--- config.mk ---
export PLATFORM = sky130hd
export DESIGN_NAME = dmem_arbiter
export DESIGN_NICKNAME = d
export VERILOG_FILES = /design/src/rtl/dmem_arb_pkg.sv /design/src/rtl/dmem_range_check.sv /design/src/rtl/dmem_arbiter.sv
export SDC_FILE = /design/constraint.sdc
export NUM_CORES = 1
export LEC_CHECK = 0
export ABC_CLOCK_PERIOD_IN_PS = 5300
export BUFFER_PORTS_ARGS = -buffer_cell sky130_fd_sc_hd__buf_2
export CORE_AREA = 2 2 117 119
export DETAILED_ROUTE_END_ITERATION = 12
export DIE_AREA = 0 0 119 121
export PLACE_DENSITY_LB_ADDON = 0.15
export REMOVE_ABC_BUFFERS = 1
export SLEW_MARGIN = 20
export SYNTH_ARGS = -nofsm -noshare
export SYNTH_HDL_FRONTEND = slang
export SYNTH_SLANG_ARGS = --single-unit
--- constraint.sdc ---
create_clock -name clk -period 5.3 [get_ports clk]
set_input_delay 0.795 -clock clk [delete_from_list [all_inputs] [get_ports clk]]
set_output_delay 0.795 -clock clk [all_outputs]
set_load 0.05 [all_outputs]
--- src/rtl/dmem_arb_pkg.sv ---
`default_nettype none
// ============================================================================
// Module      : dmem_arb_pkg
// Description : Shared constants for the data-memory arbiter: arbitration
//               state encoding, lock counter width and default segment
//               geometry of the data memory.
// Revision    : 1.0 - initial release
// ============================================================================
package dmem_arb_pkg;

    // Arbitration state encoding
    localparam int unsigned        STATE_W = 2;
    localparam logic [STATE_W-1:0] ARB     = 2'd0;  // round-robin between masters
    localparam logic [STATE_W-1:0] LOCK0   = 2'd1;  // master 0 holds the lock
    localparam logic [STATE_W-1:0] LOCK1   = 2'd2;  // master 1 holds the lock

    // Width of the consecutive-locked-grant counter (MAX_LOCK up to 15)
    localparam int unsigned LOCK_CNT_W = 4;

    // Default data segment geometry
    localparam logic [31:0] DEF_DATA_START = 32'h1000_0000;
    localparam logic [31:0] DEF_DATA_WORDS = 32'h0004_0000;

endpackage
`default_nettype wire

--- src/rtl/dmem_range_check.sv ---
`default_nettype none
// ============================================================================
// Module      : dmem_range_check
// Description : Combinational data-segment range check for one byte address.
//               o_in_range = DATA_START <= i_addr < DATA_START + 4*DATA_WORDS.
//               The upper bound is formed in 33 bits so it cannot wrap.
// Ports       : i_addr     - byte address to check
//               o_in_range - address lies inside the data segment
// Revision    : 1.0 - initial release
// ============================================================================
module dmem_range_check
    import dmem_arb_pkg::*;
#(
    parameter logic [31:0] DATA_START = DEF_DATA_START,
    parameter logic [31:0] DATA_WORDS = DEF_DATA_WORDS
) (
    input  logic [31:0] i_addr,
    output logic        o_in_range
);

    localparam logic [32:0] C_LO = {1'b0, DATA_START};
    localparam logic [32:0] C_HI = C_LO + (33'(DATA_WORDS) << 2);

    logic [32:0] w_addr;

    assign w_addr     = {1'b0, i_addr};
    assign o_in_range = (w_addr >= C_LO) && (w_addr < C_HI);

endmodule
`default_nettype wire

--- src/rtl/dmem_arbiter.sv ---
`default_nettype none
// ============================================================================
// Module      : dmem_arbiter
// Description : Two-master arbiter for the single-port data memory.
//               Master 0 is the processor data port, master 1 a secondary
//               requester (DMA / loader). One access per cycle, round-robin
//               priority, bounded lock for read-modify-write sequences,
//               registered read responses and out-of-range error pulses.
// Ports       : clk, reset            - clock, synchronous active-high reset
//               mN_req/write/lock     - request, direction, keep-grant hint
//               mN_addr/wdata         - byte address and write data
//               mN_gnt                - combinational grant
//               mN_rvalid/rdata       - read response, one cycle after grant
//               mN_err                - out-of-range pulse, one cycle after grant
//               mem_*                 - memory addr/data_in/read/write/data_out
// Revision    : 1.0 - initial release
// ============================================================================
module dmem_arbiter
    import dmem_arb_pkg::*;
#(
    parameter logic [31:0] DATA_START = DEF_DATA_START,
    parameter logic [31:0] DATA_WORDS = DEF_DATA_WORDS,
    parameter int unsigned MAX_LOCK   = 4
) (
    input  logic        clk,
    input  logic        reset,

    input  logic        m0_req,
    input  logic        m0_write,
    input  logic        m0_lock,
    input  logic [31:0] m0_addr,
    input  logic [31:0] m0_wdata,
    output logic        m0_gnt,
    output logic        m0_rvalid,
    output logic [31:0] m0_rdata,
    output logic        m0_err,

    input  logic        m1_req,
    input  logic        m1_write,
    input  logic        m1_lock,
    input  logic [31:0] m1_addr,
    input  logic [31:0] m1_wdata,
    output logic        m1_gnt,
    output logic        m1_rvalid,
    output logic [31:0] m1_rdata,
    output logic        m1_err,

    output logic [31:0] mem_addr,
    output logic [31:0] mem_data_in,
    output logic        mem_read,
    output logic        mem_write,
    input  logic [31:0] mem_data_out
);

    localparam logic [LOCK_CNT_W-1:0] C_LOCK_LAST = LOCK_CNT_W'(MAX_LOCK - 1);

    // Per-master views so both masters share one code path
    logic [1:0]            w_req;
    logic [1:0]            w_wr;
    logic [1:0]            w_lock;
    logic [1:0]            w_in_range;
    logic [31:0]           w_addr [2];
    logic [1:0]            w_gnt;
    logic                  w_sel;

    logic [STATE_W-1:0]    r_state;
    logic [STATE_W-1:0]    w_state_nxt;
    logic [LOCK_CNT_W-1:0] r_lock_cnt;
    logic [LOCK_CNT_W-1:0] w_lock_cnt_nxt;
    logic [LOCK_CNT_W-1:0] w_cnt_base;
    logic                  r_last_gnt;
    logic                  w_last_gnt_nxt;

    logic [1:0]            r_rvalid;
    logic [1:0]            r_err;
    logic [31:0]           r_rdata [2];

    assign w_req     = {m1_req,   m0_req};
    assign w_wr      = {m1_write, m0_write};
    assign w_lock    = {m1_lock,  m0_lock};
    assign w_addr[0] = m0_addr;
    assign w_addr[1] = m1_addr;

    generate
        for (genvar gi = 0; gi < 2; gi++) begin : g_range
            dmem_range_check #(
                .DATA_START (DATA_START),
                .DATA_WORDS (DATA_WORDS)
            ) u_range_check (
                .i_addr     (w_addr[gi]),
                .o_in_range (w_in_range[gi])
            );
        end
    endgenerate

    // ------------------------------------------------------------------------
    // Arbitration state register
    // ------------------------------------------------------------------------
    always_ff @(posedge clk) begin
        if (reset) begin
            r_state    <= ARB;
            r_lock_cnt <= '0;
            r_last_gnt <= 1'b1;   // master 0 wins the first tie
        end else begin
            r_state    <= w_state_nxt;
            r_lock_cnt <= w_lock_cnt_nxt;
            r_last_gnt <= w_last_gnt_nxt;
        end
    end

    // ------------------------------------------------------------------------
    // Grant selection and next-state logic
    // ------------------------------------------------------------------------
    always_comb begin
        w_gnt          = 2'b00;
        w_state_nxt    = ARB;
        w_lock_cnt_nxt = '0;
        w_last_gnt_nxt = r_last_gnt;
        w_cnt_base     = '0;

        if (!reset) begin
            case (r_state)
                LOCK0: begin
                    if (w_req[0])      w_gnt = 2'b01;
                    else if (w_req[1]) w_gnt = 2'b10;
                end
                LOCK1: begin
                    if (w_req[1])      w_gnt = 2'b10;
                    else if (w_req[0]) w_gnt = 2'b01;
                end
                default: begin
                    if (&w_req) w_gnt = r_last_gnt ? 2'b01 : 2'b10;
                    else        w_gnt = w_req;
                end
            endcase
        end

        w_sel = w_gnt[1];

        // The counter only carries over while the lock holder keeps winning;
        // a grant to the other master starts a fresh lock run.
        if ((r_state == LOCK0 && w_gnt[0]) || (r_state == LOCK1 && w_gnt[1]))
            w_cnt_base = r_lock_cnt;

        if (|w_gnt) begin
            w_last_gnt_nxt = w_sel;
            if (w_lock[w_sel] && (w_cnt_base < C_LOCK_LAST)) begin
                w_state_nxt    = w_sel ? LOCK1 : LOCK0;
                w_lock_cnt_nxt = w_cnt_base + 1'b1;
            end
        end
    end

    assign m0_gnt = w_gnt[0];
    assign m1_gnt = w_gnt[1];

    // ------------------------------------------------------------------------
    // Memory drive: granted master, master 0 when idle. Enables are masked by
    // the range check; grants are already zero while reset is high.
    // ------------------------------------------------------------------------
    assign mem_addr    = w_gnt[1] ? m1_addr  : m0_addr;
    assign mem_data_in = w_gnt[1] ? m1_wdata : m0_wdata;
    assign mem_read    = |(w_gnt & ~w_wr & w_in_range);
    assign mem_write   = |(w_gnt &  w_wr & w_in_range);

    // ------------------------------------------------------------------------
    // Response registers
    // ------------------------------------------------------------------------
    always_ff @(posedge clk) begin
        if (reset) begin
            r_rvalid <= 2'b00;
            r_err    <= 2'b00;
            for (int i = 0; i < 2; i++) r_rdata[i] <= '0;
        end else begin
            r_rvalid <= w_gnt & ~w_wr;
            r_err    <= w_gnt & ~w_in_range;
            for (int i = 0; i < 2; i++) begin
                if (w_gnt[i] && !w_wr[i])
                    r_rdata[i] <= w_in_range[i] ? mem_data_out : 32'h0;
            end
        end
    end

    // Masking with reset drops a response whose grant cycle preceded reset.
    assign m0_rvalid = r_rvalid[0] & ~reset;
    assign m1_rvalid = r_rvalid[1] & ~reset;
    assign m0_err    = r_err[0] & ~reset;
    assign m1_err    = r_err[1] & ~reset;
    assign m0_rdata  = reset ? 32'h0 : r_rdata[0];
    assign m1_rdata  = reset ? 32'h0 : r_rdata[1];

endmodule
`default_nettype wire
==> impl_metrics.csv, run 1 <==
group,metric,value,unit
outcome,status,"completed",
global_route,grt_pass1_vias,3928,
die,coreArea,13100,um^2
setup_path,endpoint_kind,"output port",
global_route,grt_max_degree,75,
clocking,cts_resized,0,
setup_path,worstReg2RegStart,"r_state[0]",
synthesis,synth_common_cells,"nor2b_1, edfxtp_1, mux2_2",
global_route,antenna_found_initial,1,
global_route,grt_util_all_layers,0.208,
global_route,overflow,0,
clocking,cts_hold_buf,0,
clocking,cts_made_buffers,9,
global_route,grt_pass1_wl,22300,um
sta,rsz0062_at_grt,"false",
synthesis,yosysMostFrequentCell,"nor2b_1",
setup_path,r2r-end,"r_rdata[0][0]",
synthesis,synth_seq_area_share,0.498,
route,final_antenna_net_count,0,
layout,syn_to_final_growth,46.9,%
pwr,ir_drop,139,uV
sta,fin_crit,3.97,ns
setup_path,rrSetupSlack,1.86,ns
route,wl_per_cell,18.6,um
die,dieWidth,119,um
setup_path,arrival,3.18,ns
setup_path,criticalPathCategory,"reg2out",
sta,fmax,252,MHz
sta,timing.slew.headroom,0.358,
setup_path,worstPathRequired,4.51,ns
die,placementRows,42,
placement,portBuffers,303,
clocking,htree_levels,3,
synthesis,netlist_instances,358,
die,io_pins,304,
synthesis,synthTopCellsByArea,"edfxtp_1, mux2_2, nor2b_1",
synthesis,synth_area_leader_cell,"edfxtp_1",
synthesis,synth_area_per_cell,12.0,um^2
synthesis,async_reset_ff_frac,0,
die,die_y,121,um
die,dieArea,14400,um^2
run,maxCapViolCount,0,
min_path,min_from,"r_lock_cnt[0]",
sta,finalCritPeriodShare,0.749,
layout,drive_above_1_share,0.685,
setup_path,start_kind,"flop",
clocking,cts.clk_slew.worst_paths,0.05,ns
clocking,insertion_delay,0.33,ns
placement,placed_area,6020,um^2
layout,antenna_cells,0,
layout,nNetsFinal,822,
clocking,clock_path_buffers,2,
pwr,p_per_area,291,nW/um^2
route,drt_iter0_markers,270,
pwr,finalPower,1840,uW
min_path,holdPathStages,2,
synthesis,ys_types,32,
placement,post-dp-hpwl,12100,um
clocking,cts.sinks,75,
die,start_util,0.329,
sta,setup_viol,0,
route,via_per_inst,4.72,
route,drt-pass1-iter-count,4,
min_path,hold_end,"r_lock_cnt[0]",
synthesis,netlist.area_leader.share,0.447,
route,route.vias.total,3916,
setup_path,crit_fanout,70,
clocking,cts_tree,"built",
route,drc,0,
clocking,cts_root_buffer,"clkbuf_16",
clocking,post_cts_buffers,0,
synthesis,ys.flop_type,"edfxtp_1",
sta,fin_skew,0.00404,ns
synthesis,synth-edff-count,64,
route,drt-total-wl,15500,um
min_path,min_path_type,"reg2reg",
sta,drv_slew,0,
layout,stdcell_area,6320,um^2
synthesis,ys_seq_elements,75,
placement,place.gp.congestion,0.889,
sta,final_hold_viol_count,0,
setup_path,r2r_cells,8,
pwr,power.leakage,0.00319,uW
sta,worst_pin_slew,0.963,ns
synthesis,synth_area,4300,um^2
synthesis,yosys_warnings,0,
## registers in the layout, summed over array words and instances (netlist names)
| register | flops |
|---|---|
| r_rdata | 64 |
| r_err | 2 |
| r_rvalid | 2 |
| r_last_gnt | 1 |
| r_lock_cnt | 4 |
| r_state | 2 |
## cell type report
type	count	area [um^2]
Clock buffer	10	229
Sequential cell	75	2140
Timing Repair Buffer	310	1610
Multi-Input combinational cell	249	2030
Clock inverter	4	67.6
Inverter	5	18.8
Tap cell	176	220
Fill cell	1247	6760
## routing by layer
layer	global-route usage	part of all wire	vias up
met4	0.0856	0.026	2
met5	0	0.00071	-
met1	0.261	0.40	1828
met3	0.0663	0.094	28
met2	0.332	0.47	179
li1	-	-	1879
## cells in the final DEF, fill, tap and decap left out
cell type  synthesis  layout
edfxtp_1          64      64
and3_1            10      10
buf_16             0       2
nor4_1             4       4
nand3_1            2       2
a22o_1             1       1
a211o_2            1       1
inv_1              5       5
bufinv_16          0       2
buf_2              0     303
a21oi_1            1       1
nor4b_1            4       4
nor2_1             4       4
clkinv_1           0       2
mux2_2            64      64
and3_2            56      56
conb_1             1       2
clkbuf_16          0       9
nand3b_1           1       1
and2_1             2       2
o32ai_4            1       1
nor2b_1           71      71
a211oi_1           2       2
o221ai_4           0       1
nor3_1             4       4
o2111ai_1          2       2
or3_1              1       1
nand2_1            5       5
dfxtp_1           11      11
clkbuf_1          16       1
ha_1               4       4
a32o_1             1       1
o21ai_4            0       2
or2_2              1       1
mux2i_1            2       2
buf_4              8       5
## stage by stage
step | setup WS (ns) | utilization | hold slack [ns] | cells | TNS, ns
after floorplan | -2.96 | - | 0.487 | 329 | -245.47
after global placement | 1.75 | 0.456 | 0.514 | 813 | 0
after detailed placement | 1.67 | 0.460 | 0.521 | 815 | 0
after CTS | 1.33 | 0.483 | 0.528 | 829 | 0
after global routing | 1.18 | 0.483 | 0.552 | 829 | 0
final | 1.33 | 0.483 | 0.523 | 829 | 0
## worst max path at each step
stage	startpoint	cells past startpoint	to	slack (ns)
2_1_floorplan	m1_req	3	r_rdata[0][32]	-2.96
3_3_place_gp	r_state[0]	7	mem_addr[16]	1.75
3_5_place_dp	r_state[0]	7	mem_addr[1]	1.67
4_1_cts	r_state[0]	7	mem_addr[1]	1.33
5_1_grt	r_state[0]	7	mem_addr[1]	1.18
6_report	r_state[0]	7	mem_addr[1]	1.33
## worst max-delay path, stage by stage (launching register included)
cell and delay, ns:
dfxtp_1 0.33, inv_1 0.06, ha_1 0.35, or2_2 0.36, o221ai_4 0.28, buf_4 0.71, mux2_2 0.47, buf_2 0.23
## cell families after synthesis
logic type,count (synthesis),share of synthesized area
fa+ha+maj,4,0.0116
buf+inv,35,0.0393
mux,66,0.172
other cells,1,0.000872
compound gates,12,0.0262
simple gates,165,0.252
flops,75,0.498
## where the power goes
part | leakage, uW | switching (uW) | internal, uW
logic | 0.00228 | 379 | 160
registers | 0.000767 | 7.29 | 671
clock network | 0.000143 | 220 | 404
No activity file was read; power rests on OpenSTA's default activity.
==> inputs of run 2 (changes only) <==
--- a/config.mk
+++ b/config.mk
@@ -5,7 +5,7 @@
 export SDC_FILE = /design/constraint.sdc
 export NUM_CORES = 1
 export LEC_CHECK = 0
-export ABC_CLOCK_PERIOD_IN_PS = 5300
+export ABC_CLOCK_PERIOD_IN_PS = 4100
 export BUFFER_PORTS_ARGS = -buffer_cell sky130_fd_sc_hd__buf_2
 export CORE_AREA = 2 2 117 119
 export DETAILED_ROUTE_END_ITERATION = 12
==> constraint.sdc (replaced) <==
create_clock -name clk -period 4.1 [get_ports clk]
set_input_delay 0.615 -clock clk [delete_from_list [all_inputs] [get_ports clk]]
set_output_delay 0.615 -clock clk [all_outputs]
set_load 0.05 [all_outputs]
==> run 2 against run 1 <==
  * Total power rose by 22%
  * Core utilization fell by 0.57 points
  * Critical path depth did not move
  * Critical endpoint is now mem_addr[16]
  * Register-to-register slack got worse by 0.62 ns
==> impl_metrics.csv, run 2 (synthesized netlist as in run 1, its figures left out) <==
group,metric,value,unit
sta,final_hold_viol_count,0,
setup_path,worstPathRequired,3.48,ns
placement,place.gp.congestion,0.892,
layout,top_regs,"r_rdata: 64 flops, r_lock_cnt: 4 flops",
route,wl_per_cell,18.6,um
global_route,grt_max_degree,71,
layout,multi_input_area,2030,um^2
layout,layout_common_cells,"buf_2, nor2b_1, mux2_2, edfxtp_1, and3_2",
route,final_antenna_net_count,0,
die,die_y,121,um
setup_path,arrival,2.79,ns
layout,drive_above_1_share,0.685,
setup_path,crit_fanout,70,
layout,largest_register_ffs,64,
global_route,grtUsageMet3,0.0479,
route,drc,0,
placement,portBuffers,303,
global_route,globalRouteMet2Util,0.340,
sta,fin_hold_ws,0.521,ns
die,placementRows,42,
pwr,power.leakage,0.00315,uW
route,drt-total-wl,15400,um
die,dieArea,14400,um^2
clocking,cts_hold_buf,0,
route,route.vias.total,3951,
layout,antenna_cells,0,
outcome,status,"completed",
global_route,gr-max-usage-layer,"met2",
die,start_util,0.329,
global_route,overflow,0,
layout,syn_to_final_growth,45.2,%
layout,fillers,1224,
layout,stdcell_area,6250,um^2
setup_path,critPathTopFamily,"buffers and inverters",
setup_path,start_kind,"flop",
global_route,grt_util_all_layers,0.206,
die,dieWidth,119,um
run,maxCapViolCount,0,
clocking,cts_resized,0,
route,via_per_inst,4.77,
layout,mostFrequentLayoutCell,"buf_2",
clocking,insertion_delay,0.33,ns
setup_path,max_stage_delay,0.43,ns
clocking,cts_tree,"built",
sta,setup_viol,0,
global_route,grt_pass1_vias,3906,
route,drt_iter0_markers,215,
placement,post-dp-hpwl,12200,um
clocking,cts.clk_slew.worst_paths,0.05,ns
sta,fin_crit,3.41,ns
clocking,cts.sinks,75,
clocking,cts_made_buffers,9,
layout,nNetsFinal,822,
clocking,post_cts_buffers,0,
sta,drv_slew,0,
die,coreArea,13100,um^2
setup_path,endpoint_kind,"output port",
sta,fmax,294,MHz
route,drt-pass1-iter-count,4,
global_route,antenna_found_initial,0,
setup_path,crit_slowest_cell,"mux2_2",
sta,timing.slew.headroom,0.584,
placement,placed_area,6000,um^2
global_route,met1_usage,0.270,
sta,rsz0062_at_grt,"false",
sta,fin_skew,0.00437,ns
sta,worst_pin_slew,0.622,ns
min_path,min_path_type,"reg2reg",
sta,finalCritPeriodShare,0.831,
layout,regArea,2140,um^2
clocking,htree_levels,3,
pwr,ir_drop,172,uV
pwr,p_per_area,359,nW/um^2
clocking,cts_root_buffer,"clkbuf_16",
setup_path,cp_num_buf_inv,3,
global_route,grt_pass1_wl,22200,um
setup_path,path_cells,"inv_1 -> ha_1 -> or2_2 -> o221ai_4 -> buf_12 -> mux2_2 -> buf_2",
clocking,clock_path_buffers,2,
setup_path,criticalPathCategory,"reg2out",
die,io_pins,304,
layout,top_register,"r_rdata",
## run 2: stage by stage
step | total power [uW] | util | setup TNS (ns) | worst slack [ns] | cells
after global placement | 1580 | 0.458 | 0 | 1.08 | 815
after global routing | 2320 | 0.477 | 0 | 0.559 | 829
final | 2240 | 0.477 | 0 | 0.693 | 829
after detailed placement | 1580 | 0.458 | 0 | 1.02 | 815
after floorplan | 1360 | - | -432.84 | -4.15 | 329
after CTS | 2260 | 0.477 | 0 | 0.668 | 829
## run 2: tightest hold or removal path, stage by stage, from the launching register on
cell	delay, ns
dfxtp_1	0.31
or3_1	0.10
a211oi_1	0.06
## run 2: power by group
| group | switching [uW] | leakage [uW] | total [uW] | internal, uW |
|---|---|---|---|---|
| Sequential | 9.90 | 0.000767 | 878 | 868 |
| Combinational | 487 | 0.00227 | 688 | 202 |
| Clock | 277 | 0.000119 | 674 | 397 |
| Total | 774 | 0.00315 | 2240 | 1470 |
## run 2: metal layers
layer / vias up / wire length, um
met3: 14 / 1020
li1: 1888 / -
met5: - / 0
met1: 1877 / 6660
met4: 0 / 201
met2: 172 / 7540
## run 2: layout make-up
class | count | area share
clock buffers | 10 | 0.0367
clock inverters | 4 | 0.00321
inverters | 5 | 0.00300
multi-input cells | 249 | 0.326
flip-flops and latches | 75 | 0.343
well taps | 176 | 0.0353
repair buffers | 310 | 0.253
## run 2: path summary, 6_finish.rpt
kind	start	end	slack, ns	depth (start not counted)
max	r_state[0]	mem_addr[16]	0.69	7
min	r_lock_cnt[0]	r_lock_cnt[0]	0.52	2
max reg2reg	r_state[0]	r_rdata[0][16]	1.24	8
min reg2reg	r_lock_cnt[0]	r_lock_cnt[0]	0.52	2
==> inputs of run 3 (changes only) <==
--- a/config.mk
+++ b/config.mk
@@ -5,11 +5,11 @@
 export SDC_FILE = /design/constraint.sdc
 export NUM_CORES = 1
 export LEC_CHECK = 0
-export ABC_CLOCK_PERIOD_IN_PS = 4100
+export ABC_CLOCK_PERIOD_IN_PS = 3090
 export BUFFER_PORTS_ARGS = -buffer_cell sky130_fd_sc_hd__buf_2
-export CORE_AREA = 2 2 117 119
+export CORE_AREA = 2 2 116 118
 export DETAILED_ROUTE_END_ITERATION = 12
-export DIE_AREA = 0 0 119 121
+export DIE_AREA = 0 0 118 120
 export PLACE_DENSITY_LB_ADDON = 0.15
 export REMOVE_ABC_BUFFERS = 1
 export SLEW_MARGIN = 20
==> constraint.sdc (replaced) <==
create_clock -name clk -period 3.09 [get_ports clk]
set_input_delay 0.4635 -clock clk [delete_from_list [all_inputs] [get_ports clk]]
set_output_delay 0.4635 -clock clk [all_outputs]
set_load 0.05 [all_outputs]
==> run 3 against run 2 <==
  * Total power is 45% higher
  * Combinational power is 42% higher
  * Core utilization is 2.7 points higher
  * Register-to-register slack worse by 0.73 ns
  * Critical path depth is 1 higher
  * Cell count is 1.4% higher
  * Non-clock buffer count is 10 higher
  * Sequential cell count stayed put
  * Global-route usage is 1.6 points higher
  * Sequential power is 33% higher
  * First-iteration DRC count is 34% higher
  * Clock power is 65% higher
  * Critical endpoint is now mem_addr[23]
==> impl_metrics.csv, run 3 (synthesized netlist as in run 1, its figures left out) <==
group,metric,value,unit
outcome,status,"completed",
layout,stdcell_area,6540,um^2
setup_path,crit_end,"mem_addr[23]",
sta,drv_slew,0,
sta,setup_viol,0,
die,dieArea,14200,um^2
layout,antenna_cells,0,
layout,layout_common_cells,"buf_2, nor2b_1, edfxtp_1",
setup_path,max_stage_delay,0.33,ns
pwr,pwr-share-clk,0.341,
sta,finalCritPeriodShare,0.963,
pwr,power_switching,1080,uW
global_route,grt_util_all_layers,0.222,
placement,portBuffers,303,
layout,nNetsFinal,832,
clocking,clock_path_buffers,2,
clocking,cts_tree,"built",
setup_path,arrival,2.51,ns
clocking,cts.sinks,75,
pwr,p_comb_frac,0.300,
setup_path,crit_fanout,9,
setup_path,path_cells,"inv_1 -> ha_4 -> or2_2 -> o221ai_4 -> buf_12 -> bufbuf_16 -> mux2_2 -> buf_2",
route,drc,0,
pwr,power_frac_seq,0.359,
layout,fillers,1247,
route,route.vias.total,4031,
min_path,min_path_type,"in2reg",
setup_path,worstReg2RegStart,"r_state[1]",
setup_path,crit_path_start,"r_state[0]",
route,drt-pass1-iter-count,4,
sta,fmax,336,MHz
layout,top_register,"r_rdata",
pwr,ir_drop,265,uV
sta,fin_hold_ws,0.409,ns
pwr,p_per_area,496,nW/um^2
sta,fin_setup_tns,0,ns
clocking,cts.clk_slew.worst_paths,0.06,ns
layout,largest_register_ffs,64,
die,coreArea,13000,um^2
route,drt-total-wl,16100,um
placement,post-place-ws,0.0973,ns
setup_path,rrSetupSlack,0.51,ns
die,io_pins,304,
layout,mostFrequentLayoutCell,"buf_2",
sta,fin_crit,2.97,ns
route,drt_iter0_markers,289,
clocking,cts_hold_buf,0,
clocking,cts_made_buffers,9,
die,die_y,120,um
global_route,grt_pass1_wl,23400,um
sta,rsz0062_at_grt,"false",
sta,timing.slew.headroom,0.587,
setup_path,worstPathRequired,2.63,ns
global_route,grt_max_degree,63,
die,start_util,0.331,
global_route,overflow,0,
pwr,intPower,2170,uW
layout,drive_above_1_share,0.693,
placement,place.gp.congestion,0.862,
clocking,insertion_delay,0.34,ns
global_route,antenna_found_initial,2,
placement,post-dp-hpwl,12400,um
layout,syn_to_final_growth,52.0,%
layout,top_regs,"r_rdata: 64 flops, r_lock_cnt: 4 flops",
route,via_per_inst,4.79,
sta,worst_pin_slew,0.619,ns
setup_path,start_kind,"flop",
clocking,cts_root_buffer,"clkbuf_16",
sta,final_hold_viol_count,0,
sta,fin_skew,0.00626,ns
setup_path,crit_slowest_cell,"dfxtp_2",
setup_path,endpoint_kind,"output port",
route,final_antenna_net_count,0,
run,maxCapViolCount,0,
setup_path,criticalPathCategory,"reg2out",
pwr,power.leakage,0.00330,uW
setup_path,r2r_cells,10,
global_route,grt_pass1_vias,4070,
placement,placed_area,6030,um^2
sta,fin_ws,0.116,ns
setup_path,r2r-end,"r_rdata[0][28]",
pwr,swShare,0.333,
route,wl_per_cell,19.1,um
die,placementRows,42,
layout,final_core_util,0.504,
die,dieWidth,118,um
clocking,htree_levels,3,
[run 3: layer usage]
metal	track usage	up-vias	routed length, um
met1	0.268	1917	6440
met4	0.0753	2	345
li1	-	1903	-
met5	0	-	19
met3	0.0680	21	1230
met2	0.377	188	8070
[run 3: power by group through the flow]
stage	Sequential (uW)	Combinational, uW	Clock, uW
floorplan	1180	618	0
global placement	1180	923	0
detailed placement	1190	926	0
CTS	1170	960	1120
global route	1170	1020	1170
finish	1170	975	1110
[run 3: worst max-delay path: cells and delay by family, from the launching register on]
family / cells / cell delay, ns
AO/OA/AOI/OAI: 1 / 0.20
adder cells (fa/ha/maj): 1 / 0.26
buffers and inverters: 4 / 0.71
flip-flops: 1 / 0.33
multiplexers: 1 / 0.33
AND/OR/NAND/NOR: 1 / 0.33
[run 3: how the worst min path moves through the flow]
stage,from,to,cells past startpoint,slack (ns)
detailed placement,r_lock_cnt[0],r_lock_cnt[0],2,0.51
CTS,m1_write,r_rvalid[1],2,0.39
global route,m1_lock,r_state[1],2,0.40
global placement,r_lock_cnt[0],r_lock_cnt[0],2,0.51
floorplan,r_lock_cnt[0],r_lock_cnt[0],2,0.49
finish,m1_lock,r_state[1],2,0.41
[run 3: what timing repair did]
action / 4_1_cts / 5_1_grt
pin swaps: 0 / 1
buffers inserted: 3 / 0
setup endpoints to repair: 64 / 42
gates resized for setup: 6 / 44
cloned: 2 / 0
[run 3: area by class of cell]
type | count | area, um^2 | share of cell area
clock buffer | 10 | 229 | 0.0350
timing repair buffer | 320 | 1800 | 0.275
inverter | 5 | 18.8 | 0.00287
multi-input combinational | 249 | 2050 | 0.314
tap | 176 | 220 | 0.0337
clock inverter | 6 | 80.1 | 0.0122
sequential | 75 | 2140 | 0.328
[run 3: through the flow]
step                      std cells  power (uW)
after detailed placement        819        2110
final                           841        3240
after global routing            841        3350
after CTS                       840        3250
after floorplan                 329        1800
after global placement          819        2110
